`src/rtl/operand_fetch_stage.sv`:
```
// Operand fetch stage: 2R/1W register file with writeback bypass, operand-B
// select, and a single registered output slot feeding the ALU.
module operand_fetch_stage #(
  parameter int DATA_WIDTH = 32,
  parameter int ADDR_WIDTH = 5,
  parameter int CTRL_WIDTH = 4
) (
  input  logic                  clk,
  input  logic                  reset,
  input  logic                  valid_in,
  output logic                  ready_out,
  input  logic [ADDR_WIDTH-1:0] rs1,
  input  logic [ADDR_WIDTH-1:0] rs2,
  input  logic [ADDR_WIDTH-1:0] rd_in,
  input  logic [DATA_WIDTH-1:0] imm,
  input  logic                  use_imm,
  input  logic [CTRL_WIDTH-1:0] alu_control_in,
  input  logic                  wb_en,
  input  logic [ADDR_WIDTH-1:0] wb_addr,
  input  logic [DATA_WIDTH-1:0] wb_data,
  output logic                  valid_out,
  input  logic                  ready_in,
  output logic [DATA_WIDTH-1:0] a_out,
  output logic [DATA_WIDTH-1:0] b_out,
  output logic [CTRL_WIDTH-1:0] alu_control_out,
  output logic [ADDR_WIDTH-1:0] rd_out
);

  localparam int NUM_REGS = 2 ** ADDR_WIDTH;

  // Handshake: a transfer happens on a rising edge where valid and ready are
  // both high. A producer holding valid must keep its payload stable until the
  // transfer; ready may depend on the consumer's ready but never on valid.
  typedef enum logic {
    S_EMPTY = 1'b0,
    S_FULL  = 1'b1
  } slot_state_e;

  slot_state_e state_dbg;

  logic [DATA_WIDTH-1:0] regs [NUM_REGS];
  logic                  fire_in;
  logic                  wb_live;
  logic [DATA_WIDTH-1:0] rd_a;
  logic [DATA_WIDTH-1:0] rd_b;
  logic [DATA_WIDTH-1:0] op_b;

  assign valid_out = (state_dbg == S_FULL);
  assign ready_out = !valid_out || ready_in;
  assign fire_in   = valid_in && ready_out;
  assign wb_live   = wb_en && (wb_addr != '0);

  // Index 0 reads as zero; a same-cycle writeback to the read index wins.
  always_comb begin
    rd_a = '0;
    rd_b = '0;
    if (rs1 != '0) rd_a = (wb_live && wb_addr == rs1) ? wb_data : regs[rs1];
    if (rs2 != '0) rd_b = (wb_live && wb_addr == rs2) ? wb_data : regs[rs2];
    op_b = use_imm ? imm : rd_b;
  end

  always_ff @(posedge clk) begin
    if (!reset) begin
      for (int i = 0; i < NUM_REGS; i++) regs[i] <= '0;
      state_dbg       <= S_EMPTY;
      a_out           <= '0;
      b_out           <= '0;
      alu_control_out <= '0;
      rd_out          <= '0;
    end else begin
      if (wb_live) regs[wb_addr] <= wb_data;
      if (fire_in) begin
        a_out           <= rd_a;
        b_out           <= op_b;
        alu_control_out <= alu_control_in;
        rd_out          <= rd_in;
      end
      case (state_dbg)
        S_EMPTY: if (fire_in) state_dbg <= S_FULL;
        S_FULL:  if (!fire_in && ready_in) state_dbg <= S_EMPTY;
        default: state_dbg <= S_EMPTY;
      endcase
    end
  end

endmodule

```
`config.mk`:
```
export PLATFORM = sky130hd
export DESIGN_NAME = operand_fetch_stage
export DESIGN_NICKNAME = d
export VERILOG_FILES = /design/src/rtl/operand_fetch_stage.sv
export SDC_FILE = /design/constraint.sdc
export NUM_CORES = 2
export LEC_CHECK = 0
export CAP_MARGIN = 20
export CORE_MARGIN = 2
export CORE_UTILIZATION = 53
export CTS_CLUSTER_SIZE = 30
export DETAILED_ROUTE_END_ITERATION = 6
export GPL_ROUTABILITY_DRIVEN = 0
export PLACE_DENSITY_LB_ADDON = 0.08
export SETUP_SLACK_MARGIN = 0.2
export SYNTH_ARGS = -nofsm -noshare
export SYNTH_HDL_FRONTEND = slang
export SYNTH_SLANG_ARGS = --single-unit
```
`constraint.sdc`:
```
create_clock -name clk -period 4.1 [get_ports clk]
set_input_delay 0.41 -clock clk [delete_from_list [all_inputs] [get_ports clk]]
set_output_delay 0.41 -clock clk [all_outputs]
set_load 0.05 [all_outputs]
```
**Yosys cells after proc, flatten, opt, wreduce, memory -nomap -nowiden**

Memories as Yosys holds them, arrays and structs flattened.
Index checks and enable logic that the tools add are counted.

- Register bits after elaboration: 74
- Bits in writable memories: 1024
- Bits of input ports: 94
- Output and inout bits: 75
- Word-level logic and storage cells: 36
- Memories kept: 1

- Equality and inequality tests: 2
- Multiplexer cells: 15
- Bitwise logic cells: 1
- Reduce and logical (&&, ||, !) cells: 12

Memories:

| memory | words | bits a word | read ports | clocked after memory_dff | wr ports | line | RTL |
|---|---|---|---|---|---|---|---|
| regs | 32 | 32 | 2 | 0 | 32 | 41 | `logic [DATA_WIDTH-1:0] regs [NUM_REGS];` |

Operator list:

| kind | count |
|---|---|
| $mux 32 | 6 |
| $reduce_or 32->1 | 1 |
| $reduce_bool 5->1 | 3 |
| $eq 5x5->1 | 2 |
| $mux 1 | 7 |
| $logic_and 1x1->1 | 5 |
| $mux 5 | 1 |
| $logic_not 1->1 | 2 |
| $pmux 1 s2 | 1 |
| $logic_or 1x1->1 | 1 |
| $not 1->1 | 1 |

**Longest topological paths before layout**

- Depth in word-level cells: 7
- Gate-level depth with buffers: 9
- Depth with buffers taken out: 5

**Least setup slack after synthesis**

Ideal clock, no wire load.

- Path type: input to register
- Start point: in wb_addr[0]
- End point: mem regs[28][0] (enable)
- Library setup time: 466 ps
- Data arrival time: 3713 ps
- Data required time: 3634 ps
- Slack: -79 ps
- Cell stages on the path: 5
- Path buffers: 3
- Cell sequence: buf_2 -> or4_1 -> clkbuf_1 -> clkbuf_1 -> o21ai_0

RTL lines:

| element | line | RTL |
|---|---|---|
| start, declared | 19 | `input logic [ADDR_WIDTH-1:0] wb_addr,` |
| end, declared | 41 |  |

**Worst setup path after layout**

- Start point: in wb_addr[4]
- End point: reg a_out[1]

- Cells in the longest elaborated chain, start to end: 5
- Elaborated cells on any way between the ends: 6
- Those cells by class: eq/ne (1); mux (2); reduce/logical (3)

RTL lines:

| element | line | RTL |
|---|---|---|
| $reduce_bool 5->1 | 51 | `assign wb_live = wb_en && (wb_addr != '0);` |
| $logic_and 1x1->1 | 51 |  |
| $logic_and 1x1->1 * | 57 | `if (rs1 != '0) rd_a = (wb_live && wb_addr == rs1) ? wb_data : regs[rs1];` |
| $mux 32 * (2 in series) | 57 |  |
| end signal, assigned | 73 | `a_out <= rd_a;` |
| end, declared | 23 | `output logic [DATA_WIDTH-1:0] a_out,` |

Mark *: on every way between the ends. The rest lies on a longest branch, timed or not.
A chain may end at the register's enable or synchronous reset.

==> key figures <==
Outcome
  • Outcome: finished, violations left
  • Failing checks: DRC

Synth
  • Sequential share of the synthesized area: 0.572
  • Yosys cell types: 51
  • Synth top area cells: edfxtp_1 55%, mux4_2 20%, nor3_1 8.8%, dfxtp_1 2.6%, clkbuf_1 2.6%
  • Mapped Cells: 3989
  • EDFF count, synth: 1024
  • Synth Cell Area: 56300 um^2
  • Synth warn: 0
  • FF+latch count, synth: 1098
  • Post-synth top flop: edfxtp_1
  • Async set or reset register ratio after synthesis: 0
  • Mapped Avg Cell Area: 14.1 um^2
  • Post-synth top area cell: edfxtp_1
  • Area share of the largest cell type after synthesis: 0.546

Global routing
  • First-pass GRT wire length: 301 mm
  • Vias in the first global route: 40878
  • GRT Total Usage: 0.392
  • Largest net degree at the start of global routing: 128
  • Grt ovf: 0
  • Initial antenna violation count: 16

Timing
  • Fmax: 343 MHz
  • Max-slew headroom: 0.186
  • Crit path time final: 2.92 ns
  • Hold Vio Cnt, Final: 0
  • RSZ-0062 raised after global routing: false
  • Period Utilization, post-route: 0.712
  • Slew Limit Fails: 0
  • Setup violations, final: 0
  • Setup TNS: 0 ns
  • Clock skew: 0.0351 ns
  • Worst-margin pin slew: 1.22 ns

Floorplanning
  • Io pins: 169
  • Die height: 330 um
  • CORE AREA: 105000 um^2
  • Initial core utilization: 0.535
  • Row count: 119
  • Die W: 330 um
  • Die ar.: 109000 um^2

Worst setup path
  • Slowest CP cell: a41oi_4
  • Top delay family on crit path: buffers and inverters
  • R2R cell count: 6
  • Max stage delay on crit path: 0.99 ns
  • Critical path startpoint category: primary input
  • Kind of critical path: primary input to flop
  • Worst r2r src: valid_out
  • Critical Path Stages: 8
  • Req. time, crit path: 4.72 ns
  • Critical path arrival: 3.54 ns
  • Crit-path cells: clkdlybuf4s50_1 -> buf_4 -> xor2_1 -> nor2_1 -> a41oi_4 -> buf_4 -> nand3_1 -> o211ai_2
  • Crit Path Max Fanout: 17
  • Buf/Inv on CP: 3
  • Most used cell, CP: buf_4
  • Worst setup path start: wb_addr[4]
  • CP endpoint kind: flop

Route
  • Vias: 41720
  • DRC: 1
  • Total Routed Length: 213 mm
  • Initial drt markers: 6919
  • DRT Pass-1 Iters: 7
  • Via density: 7.64
  • ANT nets after route: 0
  • Post-detailed-route wirelength per cell: 39.0 um

Power and ir drop
  • VDD IR max: 0.409 mV
  • P per Cell Area: 439 nW/um^2
  • Reported leakage power: 19.8 nW
  • Power Total: 28.1 mW

Hold path
  • HP Class: primary input to flop
  • Hold-critical path depth: 3
  • Hold_sp: reset

Clock tree
  • Clock Sinks: 1098
  • Clk Latency, worst-skew pair: 0.73 ns
  • CTS tree: yes
  • Htree depth: 3
  • Clock-pin slew on the worst setup and hold paths: 0.06 ns
  • Clk root buf: clkbuf_16
  • Max Root-Sink Buffers: 3
  • CTS Hold Bufs: 0
  • Cts repair resizes: 0
  • Post-CTS setup repair buffer count: 0
  • TritonCTS Buffers: 117

Layout
  • Most common cell after layout, fill and taps aside: edfxtp_1
  • Fin nets: 4057
  • Layout cell share with drive strength beyond 1: 0.236
  • Finished Cell Area: 64100 um^2
  • Area grow syn2layout: 13.8%
  • Fillers: 7889
  • Commonest cells after routing, fill and taps aside: 1024 x edfxtp_1, 995 x nor3_1, 496 x mux4_2, 159 x clkdlybuf4s50_1, 158 x o22ai_1

Place
  • HPWL after DPL: 129 mm
  • Placed inst area: 59700 um^2
  • IO buf count: 168

Run
  • Max_cap viols: 0
-- cell type report --
type | instances | area (um^2) | area share
Antenna cell | 3 | 7.51 | 0.000117
Clock buffer | 149 | 3190 | 0.0498
Clock inverter | 72 | 656 | 0.0102
Inverter | 35 | 131 | 0.00205
Multi-Input combinational cell | 2343 | 22100 | 0.345
Sequential cell | 1098 | 32200 | 0.503
Tap cell | 1391 | 1740 | 0.0271
Timing Repair Buffer | 368 | 4050 | 0.0632
-- cell families after synthesis --
logic type / count (synthesis) / share of synthesized area
muxes: 594 / 0.216
AOI/OAI and AO/OA: 436 / 0.0532
other: 1 / 0.0000666
xor gates and xnor gates: 10 / 0.00156
and+or+nand+nor: 1271 / 0.112
DFF: 1098 / 0.572
buffers and inverters: 579 / 0.0455
-- routing by layer --
layer  vias up  part of all wire  global-route usage
li1      16091                 -                   -
met1     21295              0.35               0.534
met2      3653              0.45               0.583
met3       657              0.15               0.119
met4        24             0.054               0.185
met5         -           0.00073                   0
-- synth_stat cells (4+ instances only) --
master and n:
edfxtp_1 1024, nor3_1 995, mux4_2 496, clkbuf_1 394, o22ai_1 158, mux2i_1 98
o21ai_0 94, nand2_1 93, nor2_1 80, buf_2 79, dfxtp_1 74, buf_4 39
nand3_1 36, inv_1 35, a211oi_1 33, a221oi_1 32, o211ai_2 30, nand4_1 24
o22a_1 23, a21oi_1 20, a22oi_1 16, buf_6 15, buf_1 14, o21ai_1 13
or3_1 11, xor2_1 10, o32ai_1 9, nand3b_1 7, or3b_2 5, nand2b_1 4
-- tightest hold or removal path, stage by stage --
cell and delay (ns):
buf_4 0.23, o21ai_0 0.12, o21ai_1 0.06
-- power breakdown --
part           switching (mW)  internal, mW
clock network            4.56          6.22
logic                    2.49          1.51
registers               0.444          12.9
total                    7.50          20.6
-- flip-flops by register name (all words and copies together), names as in the netlist --
register	cells
rd_out	5
valid_out	1
regs	1024
alu_control_out	4
a_out	32
b_out	32
-- through the flow --
step | util | setup WS [ns] | hold slack [ns] | std cells
6_report | 0.609 | 1.18 | 0.146 | 5459
4_1_cts | 0.604 | 1.31 | 0.112 | 5437
2_1_floorplan | - | -0.0628 | 0.539 | 4020
3_3_place_gp | 0.567 | 0.661 | 0.440 | 5213
5_1_grt | 0.609 | 1.24 | 0.151 | 5456
3_5_place_dp | 0.567 | 0.619 | 0.450 | 5216
-- path summary, 6_finish.rpt --
path | endpoint | slack [ns]
max | a_out[1] | 1.18
min | b_out[13] | 0.15
max reg2reg | a_out[1] | 1.41
min reg2reg | rd_out[3] | 0.45
No activity file was read; power rests on OpenSTA's default activity.
